==> config.mk <==
export PLATFORM = sky130hd
export DESIGN_NAME = serial_const_adder_flat
export DESIGN_NICKNAME = d
export VERILOG_FILES = /design/src/rtl/serial_const_adder_if.sv /design/src/rtl/serial_const_adder.sv /design/src/flat_wrapper.sv
export SDC_FILE = /design/constraint.sdc
export NUM_CORES = 1
export LEC_CHECK = 0
export ABC_AREA = 1
export BUFFER_PORTS_ARGS = -buffer_cell sky130_fd_sc_hd__clkbuf_2
export CAP_MARGIN = 20
export CORE_MARGIN = 4
export CORE_UTILIZATION = 44
export DETAILED_ROUTE_END_ITERATION = 6
export PLACE_DENSITY_LB_ADDON = 0.1
export SETUP_SLACK_MARGIN = 0.15
export SLEW_MARGIN = 20
export SYNTH_ARGS = -nofsm -noshare
export SYNTH_HDL_FRONTEND = slang
export SYNTH_SLANG_ARGS = --single-unit
==> constraint.sdc <==
create_clock -name CLK -period 1.4 [get_ports CLK]
set_clock_uncertainty 0.05 [all_clocks]
set_input_delay 0.07 -clock CLK [delete_from_list [all_inputs] [get_ports CLK]]
set_output_delay 0.07 -clock CLK [all_outputs]
set_load 0.01 [all_outputs]
==> src/rtl/serial_const_adder_if.sv <==
// rtl/serial_const_adder_if.sv - serial data and parallel result bundle for serial_const_adder
//
// Purpose: groups the serial input, serial output and parallel result signals.
// Ports (signals):
//   X      master->slave  serial data bit, LSB of each word first
//   X_EN   master->slave  X holds a valid bit this cycle
//   SYNC   master->slave  synchronous word restart
//   D      slave->master  serial sum bit (Mealy)
//   C      slave->master  carry-out of word, only on the accepted last bit
//   LAST   slave->master  current bit index is WIDTH-1 (Moore)
//   Q      slave->master  parallel sum of last completed word
//   Q_VLD  slave->master  one-cycle pulse when Q/Q_OVF update
//   Q_OVF  slave->master  carry-out of the word held in Q
// Modports: master (data source / result consumer), slave (the adder).
interface serial_const_adder_if #(
  parameter int WIDTH = 4
);
  logic             X;
  logic             X_EN;
  logic             SYNC;
  logic             D;
  logic             C;
  logic             LAST;
  logic [WIDTH-1:0] Q;
  logic             Q_VLD;
  logic             Q_OVF;

  modport master (
    output X, X_EN, SYNC,
    input  D, C, LAST, Q, Q_VLD, Q_OVF
  );

  modport slave (
    input  X, X_EN, SYNC,
    output D, C, LAST, Q, Q_VLD, Q_OVF
  );
endinterface

==> src/rtl/serial_const_adder.sv <==
// rtl/serial_const_adder.sv - bit-serial LSB-first adder of a constant to each word
//
// Purpose: adds ADDEND (mod 2^WIDTH) to every WIDTH-bit word arriving LSB first
//   on X. Sum bits leave combinationally on D; the word carry leaves on C with
//   the last bit. The completed sum is also collected into Q with a one-cycle
//   Q_VLD pulse and its carry in Q_OVF.
// Parameters: WIDTH (2..16) bits per word, ADDEND constant added per word.
// Ports:
//   CLK  in  clock, rising edge
//   CLR  in  reset, asynchronous, active-low
//   bus  serial_const_adder_if.slave (X, X_EN, SYNC in; D, C, LAST, Q, Q_VLD, Q_OVF out)
module serial_const_adder #(
  parameter int WIDTH  = 4,
  parameter int ADDEND = 2
) (
  input  logic                  CLK,
  input  logic                  CLR,
  serial_const_adder_if.slave   bus
);

  localparam int IDXW = (WIDTH > 1) ? $clog2(WIDTH) : 1;
  localparam logic [IDXW-1:0]  IDX_LAST = IDXW'(WIDTH - 1);
  localparam logic [WIDTH-1:0] ADD_W    = ADDEND[WIDTH-1:0];

  logic [IDXW-1:0]  idx;
  logic             carry;
  logic [WIDTH-2:0] shift;
  logic [WIDTH-1:0] q;
  logic             q_vld;
  logic             q_ovf;

  logic             last_bit;
  logic             accept;
  logic [1:0]       sum;
  logic [WIDTH-2:0] shift_nxt;

  assign last_bit = (idx == IDX_LAST);
  // SYNC wins over X_EN: the bit on X during a restart is discarded.
  assign accept   = bus.X_EN && !bus.SYNC;
  assign sum      = {1'b0, bus.X} + {1'b0, ADD_W[idx]} + {1'b0, carry};

  // Sum bits enter at the top and move down, so after WIDTH-1 bits the first
  // bit of the word sits at shift[0].
  if (WIDTH == 2) begin : g_shift_w2
    assign shift_nxt = sum[0];
  end else begin : g_shift_wn
    assign shift_nxt = {sum[0], shift[WIDTH-2:1]};
  end

  always_ff @(posedge CLK or negedge CLR) begin
    if (!CLR) begin
      idx   <= '0;
      carry <= 1'b0;
      shift <= '0;
      q     <= '0;
      q_vld <= 1'b0;
      q_ovf <= 1'b0;
    end else begin
      q_vld <= 1'b0;
      if (bus.SYNC) begin
        idx   <= '0;
        carry <= 1'b0;
        shift <= '0;
      end else if (bus.X_EN) begin
        if (last_bit) begin
          idx   <= '0;
          carry <= 1'b0;
          q     <= {sum[0], shift};
          q_ovf <= sum[1];
          q_vld <= 1'b1;
        end else begin
          idx   <= idx + IDXW'(1);
          carry <= sum[1];
          shift <= shift_nxt;
        end
      end
    end
  end

  // Mealy outputs are gated by reset and acceptance so idle or discarded
  // cycles always show zero.
  assign bus.D     = CLR && accept && sum[0];
  assign bus.C     = CLR && accept && last_bit && sum[1];
  assign bus.LAST  = CLR && last_bit;
  assign bus.Q     = q;
  assign bus.Q_VLD = q_vld;
  assign bus.Q_OVF = q_ovf;

  // Unknown control or accepted data must never reach the state registers.
  always @(posedge CLK) begin
    if (CLR) begin
      assert (!$isunknown({bus.SYNC, bus.X_EN}));
      if (bus.X_EN && !bus.SYNC) assert (!$isunknown(bus.X));
    end
  end

endmodule
==> src/flat_wrapper.sv <==
// flat-port wrapper written by rule: the top's interface ports become plain ports
module serial_const_adder_flat 
#(
  parameter int WIDTH  = 4,
  parameter int ADDEND = 2
)
  (CLK, CLR, bus_X, bus_X_EN, bus_SYNC, bus_D, bus_C, bus_LAST, bus_Q, bus_Q_VLD, bus_Q_OVF);
  serial_const_adder_if #(.WIDTH(WIDTH)) bus_i ();
  input  logic CLK;
  input  logic CLR;
  input wire logic [$bits(bus_i.X)-1:0] bus_X;
  input wire logic [$bits(bus_i.X_EN)-1:0] bus_X_EN;
  input wire logic [$bits(bus_i.SYNC)-1:0] bus_SYNC;
  output wire logic [$bits(bus_i.D)-1:0] bus_D;
  output wire logic [$bits(bus_i.C)-1:0] bus_C;
  output wire logic [$bits(bus_i.LAST)-1:0] bus_LAST;
  output wire logic [$bits(bus_i.Q)-1:0] bus_Q;
  output wire logic [$bits(bus_i.Q_VLD)-1:0] bus_Q_VLD;
  output wire logic [$bits(bus_i.Q_OVF)-1:0] bus_Q_OVF;
  assign bus_i.X = bus_X;
  assign bus_i.X_EN = bus_X_EN;
  assign bus_i.SYNC = bus_SYNC;
  assign bus_D = bus_i.D;
  assign bus_C = bus_i.C;
  assign bus_LAST = bus_i.LAST;
  assign bus_Q = bus_i.Q;
  assign bus_Q_VLD = bus_i.Q_VLD;
  assign bus_Q_OVF = bus_i.Q_OVF;
  serial_const_adder #(.WIDTH(WIDTH), .ADDEND(ADDEND)) u_core (.CLK(CLK), .CLR(CLR), .bus(bus_i));
endmodule
==> results of run 1 <==
registers in the layout, indices dropped and copies added, names as in the netlist:
name and count:
u_core.bus.Q_VLD 1, u_core.shift 3, u_core.bus.Q 4, u_core.carry 1
u_core.idx 2, u_core.bus.Q_OVF 1
worst max-delay path: stages, from the launching register on:
cell,delay (ns)
dfrtp_1,0.40
ha_2,0.19
fa_1,0.50
nand2_1,0.07
nor2_2,0.08
buf_2,0.14
through the flow:
stage / utilization, % / setup WS [ns] / setup TNS (ns) / power (uW)
floorplan: - / 0.01390 / 0 / 456.2
global placement: 58.55 / -0.03493 / -0.05381 / 509.6
detailed placement: 58.55 / -0.08609 / -0.1891 / 513.6
CTS: 69.98 / -0.3788 / -0.8603 / 811.4
global route: 72.44 / -0.4381 / -2.353 / 861.1
finish: 72.44 / -0.3747 / -1.862 / 816.6
report_power, final:
group	leakage, uW	internal, uW	total (uW)	switching [uW]
Clock	0.0000210	158	276	118
Sequential	0.000164	370	387	16.4
Combinational	0.000276	70.6	154	83.3
cells by family (layout without fill, tap and decap cells):
kind of cell	after synthesis	count (layout)	synth area share (%)
flip-flops	12	12	51.50
buffers and inverters	10	36	10.09
adder cells (fa/ha/maj)	3	3	7.725
AO/OA/AOI/OAI	3	3	2.574
AND/OR/NAND/NOR	37	37	28.11
cell usage after synthesis, drive strengths merged:
cell   count
nand2     22
a21oi      1
nor2       3
o21ai      2
dfrtp     12
nand4      8
nand3      4
buf        3
inv        7
ha         2
fa         1
layout make-up:
type / count / area (um^2)
clock buffer: 4 / 36.28
sequential: 12 / 300.3
tap: 14 / 17.52
fill: 86 / 322.8
inverter: 7 / 31.28
timing repair buffer: 25 / 172.7
multi-input combinational: 43 / 290.3
per-layer routing:
layer  share of wire [%]  routed length (um)  up-vias  global-route usage [%]
li1                    -                   -      267                       -
met1                  40                 554      262                   17.88
met2                  53                 740       10                   30.23
met3                 4.4                  61        4                   3.659
met4                 2.2                  31        0                   10.84
met5                   0                   0        -                       0
what timing repair did:
item	4_1_cts	5_1_grt
pin swaps	3	2
hold buffers	1	0
endpoints found under the setup margin	14	14
gates resized for setup	15	6
endpoints found under the hold margin	12	0
buffers inserted	3	2
worst max-delay path by stage:
stage | startpoint | end | slack (ns) | cells after the start
after detailed placement | u_core.idx[0] | bus_D | -0.09 | 5
after floorplan | u_core.idx[0] | bus_D | 0.01 | 4
after global routing | u_core.idx[1] | bus_D | -0.44 | 6
after CTS | u_core.idx[0] | bus_D | -0.38 | 5
after global placement | u_core.idx[0] | bus_D | -0.03 | 5
final | u_core.idx[0] | bus_D | -0.37 | 5
==> metrics, run 1 <==
status=finished with violations; failing checks=setup timing; Crit Path Max Fanout=2; Final Cell Area=~850 um^2; min Tclk post-route=1.775 ns; Max Cap Violations=0; total grt overflow=0; Hold Slack=0.03546 ns; antenna cells=0; Vias=543; # setup viols final=10; Worst Path Arrival=1.65 ns; Clock Sink Count=12; kind of critical path=reg -> out; Net Count, Synth=73; die height=44.40 um; first-pass GRT wire length=2.339 mm; Fin. Hold Viols=0; placed cells=95; Worst R2R Start=u_core.idx[0]; worst hold path type=in -> reg; via/cell ratio=slightly above 5; share of cells above drive strength 1=47.25%; Hold Path Cell Cnt=4; most frequent cells in the layout=17 x nand2_1, 12 x clkbuf_2, 12 x dfrtp_1; largest net degree at the start of global routing=14; Worst R2R End=u_core.shift[2]; min-delay src=bus_SYNC; post-detail-place hpwl=around 940 um; post-route clock period utilization=126.8%; cell area after synthesis=583.1 um^2; final net count=100; synthesized flop and latch total=12; Hold EP=u_core.carry; non-filler cells, final=105; DR pass1 iterations=3; Slew @ Worst Pin=0.3625 ns; initial antenna violation count=0; unrepaired setup endpoints after global routing=true; most common cell after layout, fill and taps aside=nand2_1; vias in the first global route=543; clock tree root driver cell=clkbuf_4; Critical Path End Type=output pin; Syn. warnings=0; die footprint=1971 um^2; DRC Markers=0; buffer depth of the longest clock path=2; drt wl/cell=13.21 um; row cnt=12; Slew Limit Fails=0; TritonCTS clock tree=built; Die W=roughly 44 um; core area=1171 um^2; Worst-path clk slew=approximately 0.080 ns; Synth area leaders=dfrtp_1 52%, nand2_1 14%, nand4_1 8.6%, ha_1 4.3%, buf_6 3.9%; initial core utilization=49.79%; worst skew pair latency=0.28 ns; H-tree Lvls=1; Max Clk Rate=0.5635 GHz; Syn Area/Cell=8.970 um^2; # port buffers=13; Final ANT Viol Nets=0; Distinct cells, synth=13; gpl congestion=0.7391; Worst R2R Setup Slack=-0.20 ns; Total GRT Usage=17.00%; Total Routed Length=1.387 mm; Rel. slew slack=75.75%; top-area cell type share of the netlist area=51.50%; min setup slack post-route=-0.3747 ns; # IOs=14; leakage power=between 0.0004 and 0.0005 uW; Area Growth Syn to Fin=45.49%; R2R cell count=10; Crit path required time=1.28 ns; Syn Inst Count=65; Power Density=approximately 960 nW/um^2; initial DRC count=7; Max VDD drop=between 500 and 600 uV; type of origin of the critical path=register; register area share after synthesis=51.50%; Inserted Clock Buffers=3; area post-placement=685.7 um^2; leading area contributor after synthesis=dfrtp_1
Note: power is estimated with default switching activity, not from simulation.
==> run 2: changes to the inputs <==
--- a/config.mk
+++ b/config.mk
@@ -8,9 +8,9 @@
 export ABC_AREA = 1
 export BUFFER_PORTS_ARGS = -buffer_cell sky130_fd_sc_hd__clkbuf_2
 export CAP_MARGIN = 20
-export CORE_MARGIN = 4
-export CORE_UTILIZATION = 44
+export CORE_AREA = 4 4 41 43
 export DETAILED_ROUTE_END_ITERATION = 6
+export DIE_AREA = 0 0 45 47
 export PLACE_DENSITY_LB_ADDON = 0.1
 export SETUP_SLACK_MARGIN = 0.15
 export SLEW_MARGIN = 20
==> constraint.sdc (replaced) <==
create_clock -name CLK -period 1.96 [get_ports CLK]
set_clock_uncertainty 0.05 [all_clocks]
set_input_delay 0.098 -clock CLK [delete_from_list [all_inputs] [get_ports CLK]]
set_output_delay 0.098 -clock CLK [all_outputs]
set_load 0.01 [all_outputs]
==> metrics, run 2 (synthesis results as in run 1) <==
status=finished clean; sw power=138.4 uW (-36%); Total GRT Usage=13.00% (-4.0 points); DR pass1 iterations=4 (+1); Die W=45 um (+1.4%); post-route clock period utilization=90.75%; worst skew pair latency=0.27 ns (about the same); unrepaired setup endpoints after global routing=true; Fin. Hold Viols=0 (unchanged); Worst Path Arrival=1.63 ns (-0.02 ns); post-detail-place hpwl=797.1 um (-16%); Rel. slew slack=75.52% (-0.23 points); Int Power=371.3 uW (-38%); Worst-path clk slew=0.07 ns (about the same); Worst R2R Start=u_core.idx[1]; Inserted Clock Buffers=3 (unchanged); Worst R2R Setup Slack=0.45 ns (+0.65 ns); Critical Path End Type=output pin; die height=47 um (+5.9%); most common cell after layout, fill and taps aside=nand2_1; antenna cells=0 (unchanged); Final ANT Viol Nets=0 (unchanged); Max Clk Rate=0.5622 GHz; TritonCTS clock tree=built; clock tree root driver cell=clkbuf_4; type of origin of the critical path=register; slowest stage delay, CP=0.51 ns (about the same); initial core utilization=44.81% (-5.0 points); power share of the combinational group=16.6% (-2.2 points); Worst Setup SP=u_core.idx[0]; die footprint=2115 um^2 (+7.3%); initial DRC count=15 (+8); number of flip-flops in the largest register=4 (unchanged); setup TNS=0 ns (+1.862 ns); share of cells above drive strength 1=26.83% (-20 points); # setup viols final=0 (-10); kind of critical path=reg -> out; row cnt=13 (+1); Max VDD drop=416.7 uV (-28%); gpl congestion=0.7597 (+2.8%); Power Density=731.3 nW/um^2 (-24%); vias in the first global route=421 (-22%); Slew @ Worst Pin=0.3668 ns (+0.004255 ns); critical-path cell list=ha_2 > fa_1 > nand2_1 > nor2_1 > buf_2; Sw Share=27.15% (+0.52 points); Seq pwr share=53.9% (+6.6 points); # IOs=14 (unchanged); buffer depth of the longest clock path=2 (unchanged); H-tree Lvls=1 (unchanged); worst hold path type=in -> reg; Clock power frac=29.5% (-4.3 points); most frequent cells in the layout=22 x nand2_1, 12 x clkbuf_2, 12 x dfrtp_1; Slew Limit Fails=0 (unchanged); Crit path required time=1.81 ns (+0.53 ns); initial antenna violation count=0 (unchanged); Worst R2R End=u_core.shift[2]; Total Routed Length=1.170 mm (-16%); via/cell ratio=5.000 (-3.3%); Area Growth Syn to Fin=19.53%; DRC Markers=0 (unchanged); min Tclk post-route=1.779 ns; CP max stage cell=fa_1; largest net degree at the start of global routing=16 (+2); first-pass GRT wire length=1.869 mm (-20%); Clock Sink Count=12 (unchanged); Vias=485 (-11%); core area=1301 um^2 (+11%); Max Cap Violations=0 (unchanged); R2R cell count=6 (-4); Crit Path Max Fanout=2 (unchanged); Critical Path Sink=bus_D; Hold Slack=0.06941 ns (+0.03395 ns); leakage power=0.0004072 uW (-12%); # port buffers=13 (unchanged); number of fill cells=129 (+50%); final net count=92 (-8.0%); total grt overflow=0 (unchanged); drt wl/cell=12.06 um (-8.7%)
[run 2: cell types whose count changed in the layout (fill, tap and decap cells not counted), moves of 3 or more]
cell     previous run  this run
nand2_1            17        22
buf_4               7         3
buf_6               4         0
nand2_2             4         0
nand3_1             0         4
nand3_2             3         0
[run 2: what timing repair did]
item | CTS | global route
endpoints found under the setup margin | 1 | 2
gates resized for setup | 1 | 2
pin swaps | 2 | 1
endpoints found under the hold margin | 12 | 0
buffers inserted | 3 | 0
hold buffers | 1 | 0
[run 2: layout make-up]
| class | instances | area [um^2] | area share, % |
|---|---|---|---|
| repair buffers | 17 | 97.59 | 14.00 |
| clock buffers | 3 | 22.52 | 3.232 |
| inverters | 7 | 28.78 | 4.129 |
| well taps | 15 | 18.77 | 2.693 |
| flip-flops and latches | 12 | 300.3 | 43.09 |
| multi-input cells | 43 | 229.0 | 32.85 |
[run 2: how the worst min path moves through the flow]
| stage | startpoint | endpoint | slack [ns] | cells after the start |
|---|---|---|---|---|
| floorplan | CLR | u_core.bus.Q[0] | -0.25 | 0 |
| global placement | CLR | u_core.bus.Q_OVF | -0.03 | 1 |
| detailed placement | CLR | u_core.bus.Q_OVF | -0.03 | 1 |
| CTS | bus_SYNC | u_core.idx[1] | 0.07 | 4 |
| global route | bus_SYNC | u_core.idx[1] | 0.11 | 4 |
| finish | bus_SYNC | u_core.carry | 0.07 | 4 |
[run 2: power by group through the flow]
stage                     combinational [uW]  sequential, uW  clock (uW)
after floorplan                         40.7             284           0
after global placement                  69.2             280           0
after detailed placement                70.1             281           0
after CTS                               83.5             275         152
after global routing                    94.6             278         159
final                                   84.6             275         151
[run 2: stage by stage]
step / worst slack [ns] / power, uW / instances / util, % / area, um^2
2_1_floorplan: 0.4779 / 324.5 / 65 / - / 583.1
3_3_place_gp: 0.3890 / 348.9 / 90 / 48.94 / 636.9
3_5_place_dp: 0.3742 / 350.8 / 90 / 48.94 / 636.9
4_1_cts: 0.1194 / 510.5 / 97 / 53.37 / 694.4
5_1_grt: 0.09966 / 531.5 / 97 / 53.56 / 696.9
6_report: 0.1814 / 509.7 / 97 / 53.56 / 696.9
[run 2: worst max-delay path, delay by kind of cell, from the launching register on]
kind / cells / cell delay, ns
and+or+nand+nor: 2 / 0.15
adders and majority gates: 2 / 0.70
DFF: 1 / 0.38
buffers and inverters: 1 / 0.13
[run 2: metal layers]
metal,vias up,wire length (um),GRT usage [%]
li1,249,-,-
met1,217,509,14.52
met3,4,69,2.299
met5,-,0,0
met2,15,561,21.75
met4,0,30,10.53
